$ cat src/rtl/ram_access_ctrl_if.sv
// Core-side request/response bundle for ram_access_ctrl.
// The master modport is the load/store unit; the slave modport is the controller.
interface ram_access_ctrl_if #(
    parameter int RAM_WIDTH = 10
);
    logic                 req_valid;
    logic                 req_ready;
    logic [2:0]           req_rw_len;
    logic [RAM_WIDTH:0]   req_addr;
    logic [31:0]          req_wdata;
    logic                 resp_valid;
    logic [31:0]          resp_rdata;
    logic                 resp_exception;

    modport master (
        output req_valid, req_rw_len, req_addr, req_wdata,
        input  req_ready, resp_valid, resp_rdata, resp_exception
    );

    modport slave (
        input  req_valid, req_rw_len, req_addr, req_wdata,
        output req_ready, resp_valid, resp_rdata, resp_exception
    );
endinterface

$ cat src/rtl/ram_access_ctrl.sv
// Byte/half/word load-store sequencer in front of a byte-wide RAM with registered read.
// Optional macro RAM_ACCESS_CTRL_ALIGN_CHECK_EN turns misaligned half/word requests into exceptions.
module ram_access_ctrl #(
    parameter int RAM_WIDTH = 10
) (
    input  logic                 clk,
    input  logic                 rst,
    ram_access_ctrl_if.slave     bus,
    output logic [RAM_WIDTH:0]   ram_addr,
    output logic                 ram_we,
    output logic [7:0]           ram_wdata,
    input  logic [7:0]           ram_rdata
);
    localparam logic [1:0] IDLE   = 2'd0;
    localparam logic [1:0] ACCESS = 2'd1;
    localparam logic [1:0] DRAIN  = 2'd2;
    localparam logic [1:0] RESP   = 2'd3;

    logic [1:0]         state_reg;
    logic [1:0]         cnt_reg;
    logic [1:0]         last_reg;
    logic               write_reg;
    logic               exc_reg;
    logic [31:0]        wdata_reg;
    logic [RAM_WIDTH:0] ram_addr_reg;
    logic               ram_we_reg;
    logic [7:0]         ram_wdata_reg;
    logic [7:0]         data_byte [4];
    logic [31:0]        data_word;

    logic               accept;
    logic               req_exc;
    logic [1:0]         req_last;
    logic               cap_en;
    logic [1:0]         cap_idx;

    assign accept = (state_reg == IDLE) && bus.req_valid;

    always_comb begin
        req_exc = (bus.req_rw_len[1:0] == 2'b11);
`ifdef RAM_ACCESS_CTRL_ALIGN_CHECK_EN
        if (bus.req_rw_len[1:0] == 2'b01 && bus.req_addr[0] != 1'b0)
            req_exc = 1'b1;
        if (bus.req_rw_len[1:0] == 2'b10 && bus.req_addr[1:0] != 2'b00)
            req_exc = 1'b1;
`endif
    end

    always_comb begin
        case (bus.req_rw_len[1:0])
            2'b00:   req_last = 2'd0;
            2'b01:   req_last = 2'd1;
            default: req_last = 2'd3;
        endcase
    end

    always_ff @(posedge clk) begin
        if (rst) begin
            state_reg     <= IDLE;
            cnt_reg       <= 2'd0;
            last_reg      <= 2'd0;
            write_reg     <= 1'b0;
            exc_reg       <= 1'b0;
            wdata_reg     <= 32'd0;
            ram_addr_reg  <= '0;
            ram_we_reg    <= 1'b0;
            ram_wdata_reg <= 8'd0;
        end else begin
            case (state_reg)
                IDLE: begin
                    if (bus.req_valid) begin
                        write_reg <= bus.req_rw_len[2];
                        last_reg  <= req_last;
                        cnt_reg   <= 2'd0;
                        exc_reg   <= req_exc;
                        if (req_exc) begin
                            state_reg <= RESP;
                        end else begin
                            state_reg     <= ACCESS;
                            ram_addr_reg  <= bus.req_addr;
                            ram_we_reg    <= bus.req_rw_len[2];
                            ram_wdata_reg <= bus.req_wdata[7:0];
                            wdata_reg     <= {8'h00, bus.req_wdata[31:8]};
                        end
                    end
                end
                ACCESS: begin
                    if (cnt_reg == last_reg) begin
                        ram_we_reg <= 1'b0;
                        state_reg  <= write_reg ? RESP : DRAIN;
                    end else begin
                        cnt_reg       <= cnt_reg + 2'd1;
                        ram_addr_reg  <= ram_addr_reg + (RAM_WIDTH + 1)'(1);
                        ram_wdata_reg <= wdata_reg[7:0];
                        wdata_reg     <= {8'h00, wdata_reg[31:8]};
                    end
                end
                DRAIN: state_reg <= RESP;
                RESP: begin
                    state_reg <= IDLE;
                    exc_reg   <= 1'b0;
                end
                default: state_reg <= IDLE;
            endcase
        end
    end

    // RAM read data lags the address by one cycle, so byte k lands while the counter shows k+1
    // and the final byte arrives during DRAIN.
    assign cap_en  = (state_reg == DRAIN) ||
                     ((state_reg == ACCESS) && !write_reg && (cnt_reg != 2'd0));
    assign cap_idx = (state_reg == DRAIN) ? last_reg : (cnt_reg - 2'd1);

    generate
        for (genvar gi = 0; gi < 4; gi++) begin : g_cap
            always_ff @(posedge clk) begin
                if (rst || accept)
                    data_byte[gi] <= 8'd0;
                else if (cap_en && cap_idx == 2'(gi))
                    data_byte[gi] <= ram_rdata;
            end
            assign data_word[8*gi +: 8] = data_byte[gi];
        end
    endgenerate

    assign bus.req_ready      = (state_reg == IDLE);
    assign bus.resp_valid     = (state_reg == RESP);
    assign bus.resp_rdata     = (state_reg == RESP) ? data_word : 32'd0;
    assign bus.resp_exception = (state_reg == RESP) && exc_reg;

    // Reset gates the strobe immediately so an aborted store writes nothing further.
    assign ram_we    = ram_we_reg && !rst;
    assign ram_addr  = ram_addr_reg;
    assign ram_wdata = ram_wdata_reg;
endmodule
$ cat src/flat_wrapper.sv
// flat-port wrapper written by rule: the top's interface ports become plain ports
module ram_access_ctrl_flat 
#(
    parameter int RAM_WIDTH = 10
)
  (clk, rst, ram_addr, ram_we, ram_wdata, ram_rdata, bus_req_valid, bus_req_rw_len, bus_req_addr, bus_req_wdata, bus_req_ready, bus_resp_valid, bus_resp_rdata, bus_resp_exception);
  ram_access_ctrl_if #(.RAM_WIDTH(RAM_WIDTH)) bus_i ();
  input  logic clk;
  input  logic rst;
  output logic [RAM_WIDTH:0] ram_addr;
  output logic ram_we;
  output logic [7:0] ram_wdata;
  input  logic [7:0] ram_rdata;
  input wire logic [$bits(bus_i.req_valid)-1:0] bus_req_valid;
  input wire logic [$bits(bus_i.req_rw_len)-1:0] bus_req_rw_len;
  input wire logic [$bits(bus_i.req_addr)-1:0] bus_req_addr;
  input wire logic [$bits(bus_i.req_wdata)-1:0] bus_req_wdata;
  output wire logic [$bits(bus_i.req_ready)-1:0] bus_req_ready;
  output wire logic [$bits(bus_i.resp_valid)-1:0] bus_resp_valid;
  output wire logic [$bits(bus_i.resp_rdata)-1:0] bus_resp_rdata;
  output wire logic [$bits(bus_i.resp_exception)-1:0] bus_resp_exception;
  assign bus_i.req_valid = bus_req_valid;
  assign bus_i.req_rw_len = bus_req_rw_len;
  assign bus_i.req_addr = bus_req_addr;
  assign bus_i.req_wdata = bus_req_wdata;
  assign bus_req_ready = bus_i.req_ready;
  assign bus_resp_valid = bus_i.resp_valid;
  assign bus_resp_rdata = bus_i.resp_rdata;
  assign bus_resp_exception = bus_i.resp_exception;
  ram_access_ctrl #(.RAM_WIDTH(RAM_WIDTH)) u_core (.clk(clk), .rst(rst), .bus(bus_i), .ram_addr(ram_addr), .ram_we(ram_we), .ram_wdata(ram_wdata), .ram_rdata(ram_rdata));
endmodule
$ cat config.mk
export PLATFORM = sky130hd
export DESIGN_NAME = ram_access_ctrl_flat
export DESIGN_NICKNAME = d
export VERILOG_FILES = /design/src/rtl/ram_access_ctrl_if.sv /design/src/rtl/ram_access_ctrl.sv /design/src/flat_wrapper.sv
export SDC_FILE = /design/constraint.sdc
export NUM_CORES = 1
export LEC_CHECK = 0
export CORE_UTILIZATION = 35
export CTS_CLUSTER_SIZE = 10
export DETAILED_ROUTE_END_ITERATION = 8
export GPL_ROUTABILITY_DRIVEN = 0
export HOLD_SLACK_MARGIN = 0.02
export PLACE_DENSITY = 0.61
export SETUP_SLACK_MARGIN = 0.2
export SKIP_LAST_GASP = 1
export SLEW_MARGIN = 20
export SYNTH_ARGS = -nofsm -noshare
export SYNTH_HDL_FRONTEND = slang
export SYNTH_SLANG_ARGS = --single-unit
$ cat constraint.sdc
create_clock -name clk -period 2.3 [get_ports clk]
set_input_delay 0.23 -clock clk [delete_from_list [all_inputs] [get_ports clk]]
set_output_delay 0.23 -clock clk [all_outputs]
set_load 0.03 [all_outputs]
==> flow_results.xml, run 1 <==
<?xml version="1.0" encoding="UTF-8"?>
<metrics>
  <group name="run_status">
    <metric name="outcome" unit="">finished with violations</metric>
    <metric name="failing_checks" unit="">DRC</metric>
  </group>
  <group name="synth">
    <metric name="adder_cell_area_share_of_the_yosys_netlist" unit="%">2.07</metric>
    <metric name="postSynth.topFlopCell" unit="">sky130_fd_sc_hd__dfxtp_1</metric>
    <metric name="synth_async_sr_flop_share" unit="%">0</metric>
    <metric name="syn-mean-instance-area" unit="sq um">9.79</metric>
    <metric name="yosysUniqueCellTypes" unit="">51</metric>
    <metric name="share_of_the_synthesized_area_in_the_top_cell_type" unit="%">24.6</metric>
    <metric name="synthMuxAreaShare" unit="%">6.18</metric>
    <metric name="synth_top_family_by_area" unit="">simple AND/OR/NAND/NOR gates</metric>
    <metric name="synth_top_cells_by_area" unit="">sky130_fd_sc_hd__dfxtp_1 (25%), sky130_fd_sc_hd__edfxtp_1 (23%), sky130_fd_sc_hd__and2_1 (10%)</metric>
    <metric name="synth_warnings" unit="">0</metric>
    <metric name="synth-edff-count" unit="">32</metric>
    <metric name="synthSimpleGateAreaFrac" unit="%">19.9</metric>
    <metric name="synth_seq_area_share" unit="%">47.3</metric>
    <metric name="synthesis.area" unit="sq mm">0.00423</metric>
    <metric name="postSynthRegisterBits" unit="">84</metric>
    <metric name="synth_cells" unit="">432</metric>
    <metric name="synth_xor_area_share" unit="%">1.01</metric>
    <metric name="synth_nets" unit="">496</metric>
    <metric name="synth_top_area_cell" unit="">sky130_fd_sc_hd__dfxtp_1</metric>
    <metric name="synth_compound_area_share" unit="%">18.6</metric>
  </group>
  <group name="floorplan">
    <metric name="std_cell_rows" unit="">39</metric>
    <metric name="die-area" unit="sq mm">0.0125</metric>
    <metric name="die_h" unit="um">112</metric>
    <metric name="core_area" unit="sq mm">0.0116</metric>
    <metric name="floorplan.die.width" unit="um">112</metric>
    <metric name="initial_utilization" unit="%">36.4</metric>
    <metric name="ioPinCount" unit="">112</metric>
  </group>
  <group name="setup_path">
    <metric name="critical_path.startpoint_type" unit="">register</metric>
    <metric name="cp_max_fo" unit="">9</metric>
    <metric name="worst-endpoint-arrival" unit="ns">2.09</metric>
    <metric name="timing.setup.critical_path_class" unit="">register to register</metric>
    <metric name="setup.worst_path.end_class" unit="">register</metric>
    <metric name="cp.required" unit="ns">2.34</metric>
    <metric name="worst-r2r-cell-count" unit="">6</metric>
    <metric name="regToRegEndpoint" unit="">u_core.data_byte[0][10]</metric>
    <metric name="worst-r2r-setup-slack" unit="ns">0.25</metric>
    <metric name="rr_startpoint" unit="">u_core.state_reg[1]</metric>
  </group>
  <group name="timing">
    <metric name="grt_setup_unrepaired" unit="">true</metric>
    <metric name="finalMaxSlewViolations" unit="">0</metric>
    <metric name="finalCriticalPeriod" unit="ns">2.05</metric>
    <metric name="hold_violations" unit="">0</metric>
    <metric name="timing.clock.skew" unit="ns">0.0105</metric>
    <metric name="totalNegativeSetupSlack" unit="ns">0</metric>
    <metric name="period_share" unit="%">89.0</metric>
    <metric name="fmax" unit="GHz">0.488</metric>
    <metric name="max_slew.worst_pin.slew" unit="ns">0.494</metric>
    <metric name="finalSetupViolCount" unit="">0</metric>
    <metric name="slew_headroom" unit="%">67.0</metric>
  </group>
  <group name="hold_path">
    <metric name="min_delay_path_depth" unit="">2</metric>
    <metric name="worst_hold_path.endpoint" unit="">u_core.exc_reg</metric>
    <metric name="min_path_type" unit="">primary input to register</metric>
    <metric name="min_from" unit="">rst</metric>
  </group>
  <group name="cts">
    <metric name="clk_root_buffer_cell" unit="">sky130_fd_sc_hd__clkbuf_16</metric>
    <metric name="clock-sinks" unit="">84</metric>
    <metric name="clkLatencyLatePin" unit="ns">0.33</metric>
    <metric name="cts_tree" unit="">built</metric>
    <metric name="cts.path.max_buffers" unit="">2</metric>
    <metric name="cts-buffers-inserted" unit="">9</metric>
    <metric name="clk_pin_slew_worst_paths" unit="ns">0.07</metric>
    <metric name="cts-htree-levels" unit="">3</metric>
  </group>
  <group name="layout">
    <metric name="final_common_cell" unit="">sky130_fd_sc_hd__clkdlybuf4s50_1</metric>
    <metric name="post-route-util" unit="%">50.6</metric>
    <metric name="mostFrequentLayoutCells" unit="">sky130_fd_sc_hd__clkdlybuf4s50_1 (76), sky130_fd_sc_hd__and2_1 (69), sky130_fd_sc_hd__dfxtp_1 (51), sky130_fd_sc_hd__a21oi_1 (46), sky130_fd_sc_hd__dlygate4sd2_1 (34)</metric>
    <metric name="largest_register_ff_count" unit="">32</metric>
    <metric name="drive_above_1_share" unit="%">9.24</metric>
    <metric name="area.growth.synth_to_final" unit="%">39.0</metric>
    <metric name="layoutNonFillerInstCount" unit="">695</metric>
    <metric name="nets" unit="">611</metric>
    <metric name="antenna_cells_inserted" unit="">0</metric>
  </group>
  <group name="detailed_routing">
    <metric name="drc_violation_count_after_routing" unit="">8</metric>
    <metric name="first_drt_pass_iteration_count" unit="">6</metric>
    <metric name="routed-via-count" unit="">3687</metric>
    <metric name="drt.antenna.violating_nets" unit="">0</metric>
    <metric name="drt_first_iter_violations" unit="">185</metric>
    <metric name="drt-wirelength-per-cell" unit="um">15.5</metric>
    <metric name="postRouteWirelength" unit="um">10800</metric>
    <metric name="avgViaCountPerCell" unit="">5.31</metric>
  </group>
  <group name="flow_run">
    <metric name="cap_viol_max_count" unit="">0</metric>
  </group>
  <group name="placement">
    <metric name="io_buffer_count" unit="">111</metric>
    <metric name="place.detailed.instances" unit="">677</metric>
    <metric name="hpwl" unit="um">7590</metric>
  </group>
  <group name="global_routing">
    <metric name="antenna_violations_before_repair" unit="">0</metric>
    <metric name="first_global_vias" unit="">3539</metric>
    <metric name="globalRouteOverflowTotal" unit="">0</metric>
    <metric name="grt_pass1_wl" unit="um">17400</metric>
    <metric name="grt_util_all_layers" unit="%">17.3</metric>
    <metric name="grt_max_degree" unit="">44</metric>
  </group>
  <group name="pwr">
    <metric name="cellLeakagePower" unit="nW">2.29</metric>
    <metric name="totalPowerFinal" unit="mW">7.06</metric>
    <metric name="power.density" unit="mW/mm^2">1200</metric>
    <metric name="ir_worst_vdd" unit="mV">0.600</metric>
  </group>
</metrics>
[worst max-delay path, cell delays in order, from the launching register on]
cell                      delay [ns]
sky130_fd_sc_hd__dfxtp_2        0.34
sky130_fd_sc_hd__inv_1          0.13
sky130_fd_sc_hd__ha_2           0.31
sky130_fd_sc_hd__nor3b_1        0.32
sky130_fd_sc_hd__a31oi_1        0.19
sky130_fd_sc_hd__o21ai_0        0.24
sky130_fd_sc_hd__buf_4          0.21
[cell families after synthesis]
| logic type | Yosys count |
|---|---|
| fa+ha+maj | 7 |
| flops | 84 |
| mux | 26 |
| buf+inv | 38 |
| compound gates | 125 |
| xor+xnor | 4 |
| simple gates | 148 |
[cells in the mapped netlist, types with 6 or more instances]
library cell and count:
sky130_fd_sc_hd__nor2_1 12, sky130_fd_sc_hd__buf_2 6, sky130_fd_sc_hd__a31oi_1 6, sky130_fd_sc_hd__mux2i_1 25
sky130_fd_sc_hd__a21oi_1 46, sky130_fd_sc_hd__nand4_1 7, sky130_fd_sc_hd__clkbuf_1 16, sky130_fd_sc_hd__dfxtp_1 52
sky130_fd_sc_hd__ha_1 7, sky130_fd_sc_hd__nand3_1 13, sky130_fd_sc_hd__edfxtp_1 32, sky130_fd_sc_hd__and2_1 69
sky130_fd_sc_hd__nand2_1 19, sky130_fd_sc_hd__o21ai_0 22, sky130_fd_sc_hd__a211oi_1 29, sky130_fd_sc_hd__inv_1 9
sky130_fd_sc_hd__nor3_1 10
[per-layer routing]
metal  part of all wire [%]  global-route usage [%]  vias to the layer above
met5                      0                       0                        -
met4                    1.3                    5.59                        0
met3                    5.2                    3.76                       13
met2                     47                    28.1                      119
met1                     46                    22.9                     1736
li1                       -                       -                     1819
[worst max-delay path by stage]
stage / start / end / slack [ns] / cells after the start
after detailed placement: u_core.state_reg[1] / u_core.data_byte[1][15] / 0.14 / 7
final: u_core.state_reg[1] / u_core.data_byte[0][10] / 0.25 / 6
after floorplan: u_core.state_reg[1] / u_core.data_byte[0][10] / 0.18 / 6
after global routing: u_core.cnt_reg[0] / u_core.data_byte[1][1] / 0.13 / 7
after CTS: u_core.state_reg[0] / u_core.ram_addr[8] / 0.21 / 8
after global placement: u_core.state_reg[1] / u_core.data_byte[1][13] / 0.19 / 7
[area by class of cell]
type,instances,area [sq um]
fillers,1066,5730
well taps,143,179
clock buffers,12,268
repair buffers,133,1270
multi-input cells,310,2070
flip-flops and latches,84,2000
inverters,9,33.8
clock inverters,4,53.8
[power breakdown]
group	leakage, nW	internal, mW	total [mW]	switching, mW
registers	0.773	2.04	2.33	0.292
logic	1.36	1.33	3.20	1.87
clock network	0.156	0.943	1.53	0.586
total	2.29	4.31	7.06	2.75
[stage by stage]
step / worst slack [ns] / hold WS, ns / cell area (sq um)
5_1_grt: 0.133 / 0.243 / 5880
4_1_cts: 0.209 / 0.217 / 5800
3_3_place_gp: 0.193 / 0.459 / 5510
6_report: 0.253 / 0.215 / 5880
3_5_place_dp: 0.136 / 0.466 / 5510
2_1_floorplan: 0.181 / 0.363 / 4230
[timing repair]
action	in CTS	in global routing
buffers inserted	0	1
gates cloned	0	1
gates resized for setup	35	10
pin swaps	0	1
hold buffers	0	0
setup endpoints to repair	42	39
(Power assumes the default switching activity.)
==> run 2, diff against run 1 <==
PLACE_DENSITY = default   (was 0.61)
PLACE_DENSITY_LB_ADDON = 0.3   (was default)
==> flow_results.xml, run 2 (synthesized netlist as in run 1, its figures left out) <==
<?xml version="1.0" encoding="UTF-8"?>
<metrics>
  <group name="pwr">
    <metric name="power.internal" unit="mW">4.12</metric>
    <metric name="total_switching_power" unit="mW">2.73</metric>
    <metric name="share_of_power_burned_in_combinational_logic" unit="%">44.7</metric>
    <metric name="share_seq_of_total_power" unit="%">34.1</metric>
    <metric name="cellLeakagePower" unit="nW">2.25</metric>
    <metric name="ir_worst_vdd" unit="mV">0.589</metric>
    <metric name="totalPowerFinal" unit="mW">6.86</metric>
    <metric name="power.density" unit="mW/mm^2">1180</metric>
    <metric name="power.share.switching" unit="%">39.9</metric>
    <metric name="clock_power_share" unit="%">21.2</metric>
  </group>
  <group name="timing">
    <metric name="finalCriticalPeriod" unit="ns">1.95</metric>
    <metric name="slew_headroom" unit="%">62.0</metric>
    <metric name="grt_setup_unrepaired" unit="">false</metric>
    <metric name="setup_ws" unit="ns">0.354</metric>
    <metric name="finalSetupViolCount" unit="">0</metric>
    <metric name="finalMaxSlewViolations" unit="">0</metric>
    <metric name="max_slew.worst_pin.slew" unit="ns">0.570</metric>
    <metric name="period_share" unit="%">84.6</metric>
    <metric name="fmax" unit="GHz">0.514</metric>
    <metric name="whs" unit="ns">0.324</metric>
    <metric name="timing.clock.skew" unit="ns">0.0117</metric>
    <metric name="hold_violations" unit="">0</metric>
    <metric name="totalNegativeSetupSlack" unit="ns">0</metric>
  </group>
  <group name="floorplan">
    <metric name="die_h" unit="um">112</metric>
    <metric name="die-area" unit="sq mm">0.0125</metric>
    <metric name="std_cell_rows" unit="">39</metric>
    <metric name="initial_utilization" unit="%">36.4</metric>
    <metric name="ioPinCount" unit="">112</metric>
    <metric name="floorplan.die.width" unit="um">112</metric>
    <metric name="core_area" unit="sq mm">0.0116</metric>
  </group>
  <group name="detailed_routing">
    <metric name="detailroute.wirelength.met2" unit="um">5090</metric>
    <metric name="avgViaCountPerCell" unit="">5.24</metric>
    <metric name="drt.antenna.violating_nets" unit="">0</metric>
    <metric name="drt_first_iter_violations" unit="">247</metric>
    <metric name="drc_violation_count_after_routing" unit="">8</metric>
    <metric name="highest_layer" unit="">met4</metric>
    <metric name="first_drt_pass_iteration_count" unit="">7</metric>
    <metric name="routed-via-count" unit="">3640</metric>
    <metric name="drt-wirelength-per-cell" unit="um">15.3</metric>
    <metric name="postRouteWirelength" unit="um">10600</metric>
    <metric name="met3_length" unit="um">632</metric>
    <metric name="met1Wirelength" unit="um">4840</metric>
  </group>
  <group name="cts">
    <metric name="clk_pin_slew_worst_paths" unit="ns">0.07</metric>
    <metric name="cts-htree-levels" unit="">3</metric>
    <metric name="clk_root_buffer_cell" unit="">sky130_fd_sc_hd__clkbuf_16</metric>
    <metric name="clock-sinks" unit="">84</metric>
    <metric name="cts.hold.buffers_added" unit="">0</metric>
    <metric name="cts.path.max_buffers" unit="">2</metric>
    <metric name="clkLatencyLatePin" unit="ns">0.33</metric>
    <metric name="cts-buffers-inserted" unit="">9</metric>
    <metric name="cts_tree" unit="">built</metric>
    <metric name="cts_post_setup_buffers_inserted" unit="">0</metric>
  </group>
  <group name="placement">
    <metric name="preCtsSetupSlack" unit="ns">0.152</metric>
    <metric name="place.detailed.instances" unit="">678</metric>
    <metric name="hpwl" unit="um">7490</metric>
    <metric name="io_buffer_count" unit="">111</metric>
    <metric name="detailed_place.area" unit="sq mm">0.00552</metric>
  </group>
  <group name="layout">
    <metric name="final_area" unit="sq mm">0.00581</metric>
    <metric name="layoutNonFillerInstCount" unit="">694</metric>
    <metric name="largest_register_ff_count" unit="">32</metric>
    <metric name="drive_above_1_share" unit="%">9.44</metric>
    <metric name="final_common_cell" unit="">sky130_fd_sc_hd__clkdlybuf4s50_1</metric>
    <metric name="antenna_cells_inserted" unit="">0</metric>
    <metric name="post-route-util" unit="%">50.1</metric>
    <metric name="mostFrequentLayoutCells" unit="">sky130_fd_sc_hd__clkdlybuf4s50_1 (75), sky130_fd_sc_hd__and2_1 (69), sky130_fd_sc_hd__dfxtp_1 (50), sky130_fd_sc_hd__a21oi_1 (46), sky130_fd_sc_hd__dlygate4sd2_1 (34)</metric>
    <metric name="nets" unit="">610</metric>
    <metric name="area.growth.synth_to_final" unit="%">37.5</metric>
  </group>
  <group name="setup_path">
    <metric name="cp.required" unit="ns">2.38</metric>
    <metric name="critical_path.startpoint_type" unit="">register</metric>
    <metric name="worst-endpoint-arrival" unit="ns">2.03</metric>
    <metric name="timing.setup.critical_path_class" unit="">register to register</metric>
    <metric name="setup.worst_path.end_class" unit="">register</metric>
    <metric name="cp_max_fo" unit="">8</metric>
  </group>
  <group name="run_status">
    <metric name="outcome" unit="">finished with violations</metric>
    <metric name="failing_checks" unit="">DRC</metric>
  </group>
  <group name="global_routing">
    <metric name="globalRouteOverflowTotal" unit="">0</metric>
    <metric name="grt_pass1_wl" unit="um">17300</metric>
    <metric name="grt_util_all_layers" unit="%">17.1</metric>
    <metric name="antenna_violations_before_repair" unit="">0</metric>
    <metric name="grt_max_degree" unit="">52</metric>
    <metric name="first_global_vias" unit="">3474</metric>
  </group>
  <group name="flow_run">
    <metric name="cap_viol_max_count" unit="">0</metric>
  </group>
  <group name="hold_path">
    <metric name="min_path_type" unit="">primary input to register</metric>
  </group>
</metrics>
run 2: cell count changes in the layout (fill, tap and decap cells not counted), sizes merged:
cell           previous run  this run
clkdlybuf4s50            76        75
inv                      10        11
clkbuf                   13        10
clkinvlp                  1         2
buf                      22        23
run 2: layout make-up:
| cell class | instances | area [sq um] |
|---|---|---|
| clock buffer | 10 | 229 |
| multi-input combinational | 310 | 2050 |
| inverter | 9 | 33.8 |
| fill | 1092 | 5800 |
| sequential | 84 | 2000 |
| clock inverter | 6 | 71.3 |
| tap | 143 | 179 |
| timing repair buffer | 132 | 1250 |
run 2: path summary, 6_finish.rpt:
kind	start	end	slack (ns)	depth (start not counted)
max reg2reg	u_core.cnt_reg[0]	u_core.data_byte[1][5]	0.35	7
min reg2reg	u_core.wdata_reg[18]	u_core.wdata_reg[18]	0.48	2
min	rst	u_core.state_reg[1]	0.32	3
max	u_core.cnt_reg[0]	u_core.data_byte[1][5]	0.35	7
run 2: repair_timing:
item                                    CTS  global route
pin swaps                                 0             0
endpoints found under the hold margin     0             0
endpoints found under the setup margin   42            62
gates resized for setup                  35            10
run 2: layer usage:
layer	global-route usage, %	vias to the layer above
li1	-	1816
met1	23.1	1698
met2	27.8	120
met3	3.59	6
met4	4.77	0
met5	0	-
run 2: worst max-delay path, cell delays in order, from the launching register on:
cell                      delay (ns)
sky130_fd_sc_hd__dfxtp_2        0.41
sky130_fd_sc_hd__inv_1          0.08
sky130_fd_sc_hd__ha_1           0.36
sky130_fd_sc_hd__nor2_1         0.05
sky130_fd_sc_hd__a22oi_1        0.38
sky130_fd_sc_hd__nor3_1         0.09
sky130_fd_sc_hd__buf_4          0.17
sky130_fd_sc_hd__and2_1         0.15
run 2: power groups by stage:
| stage | combinational [mW] | clock, mW | sequential (mW) |
|---|---|---|---|
| 6_report | 3.06 | 1.46 | 2.34 |
| 5_1_grt | 3.35 | 1.54 | 2.40 |
| 4_1_cts | 3.00 | 1.48 | 2.33 |
| 3_5_place_dp | 3.03 | 0 | 2.36 |
| 3_3_place_gp | 2.97 | 0 | 2.35 |
| 2_1_floorplan | 1.89 | 0 | 2.51 |
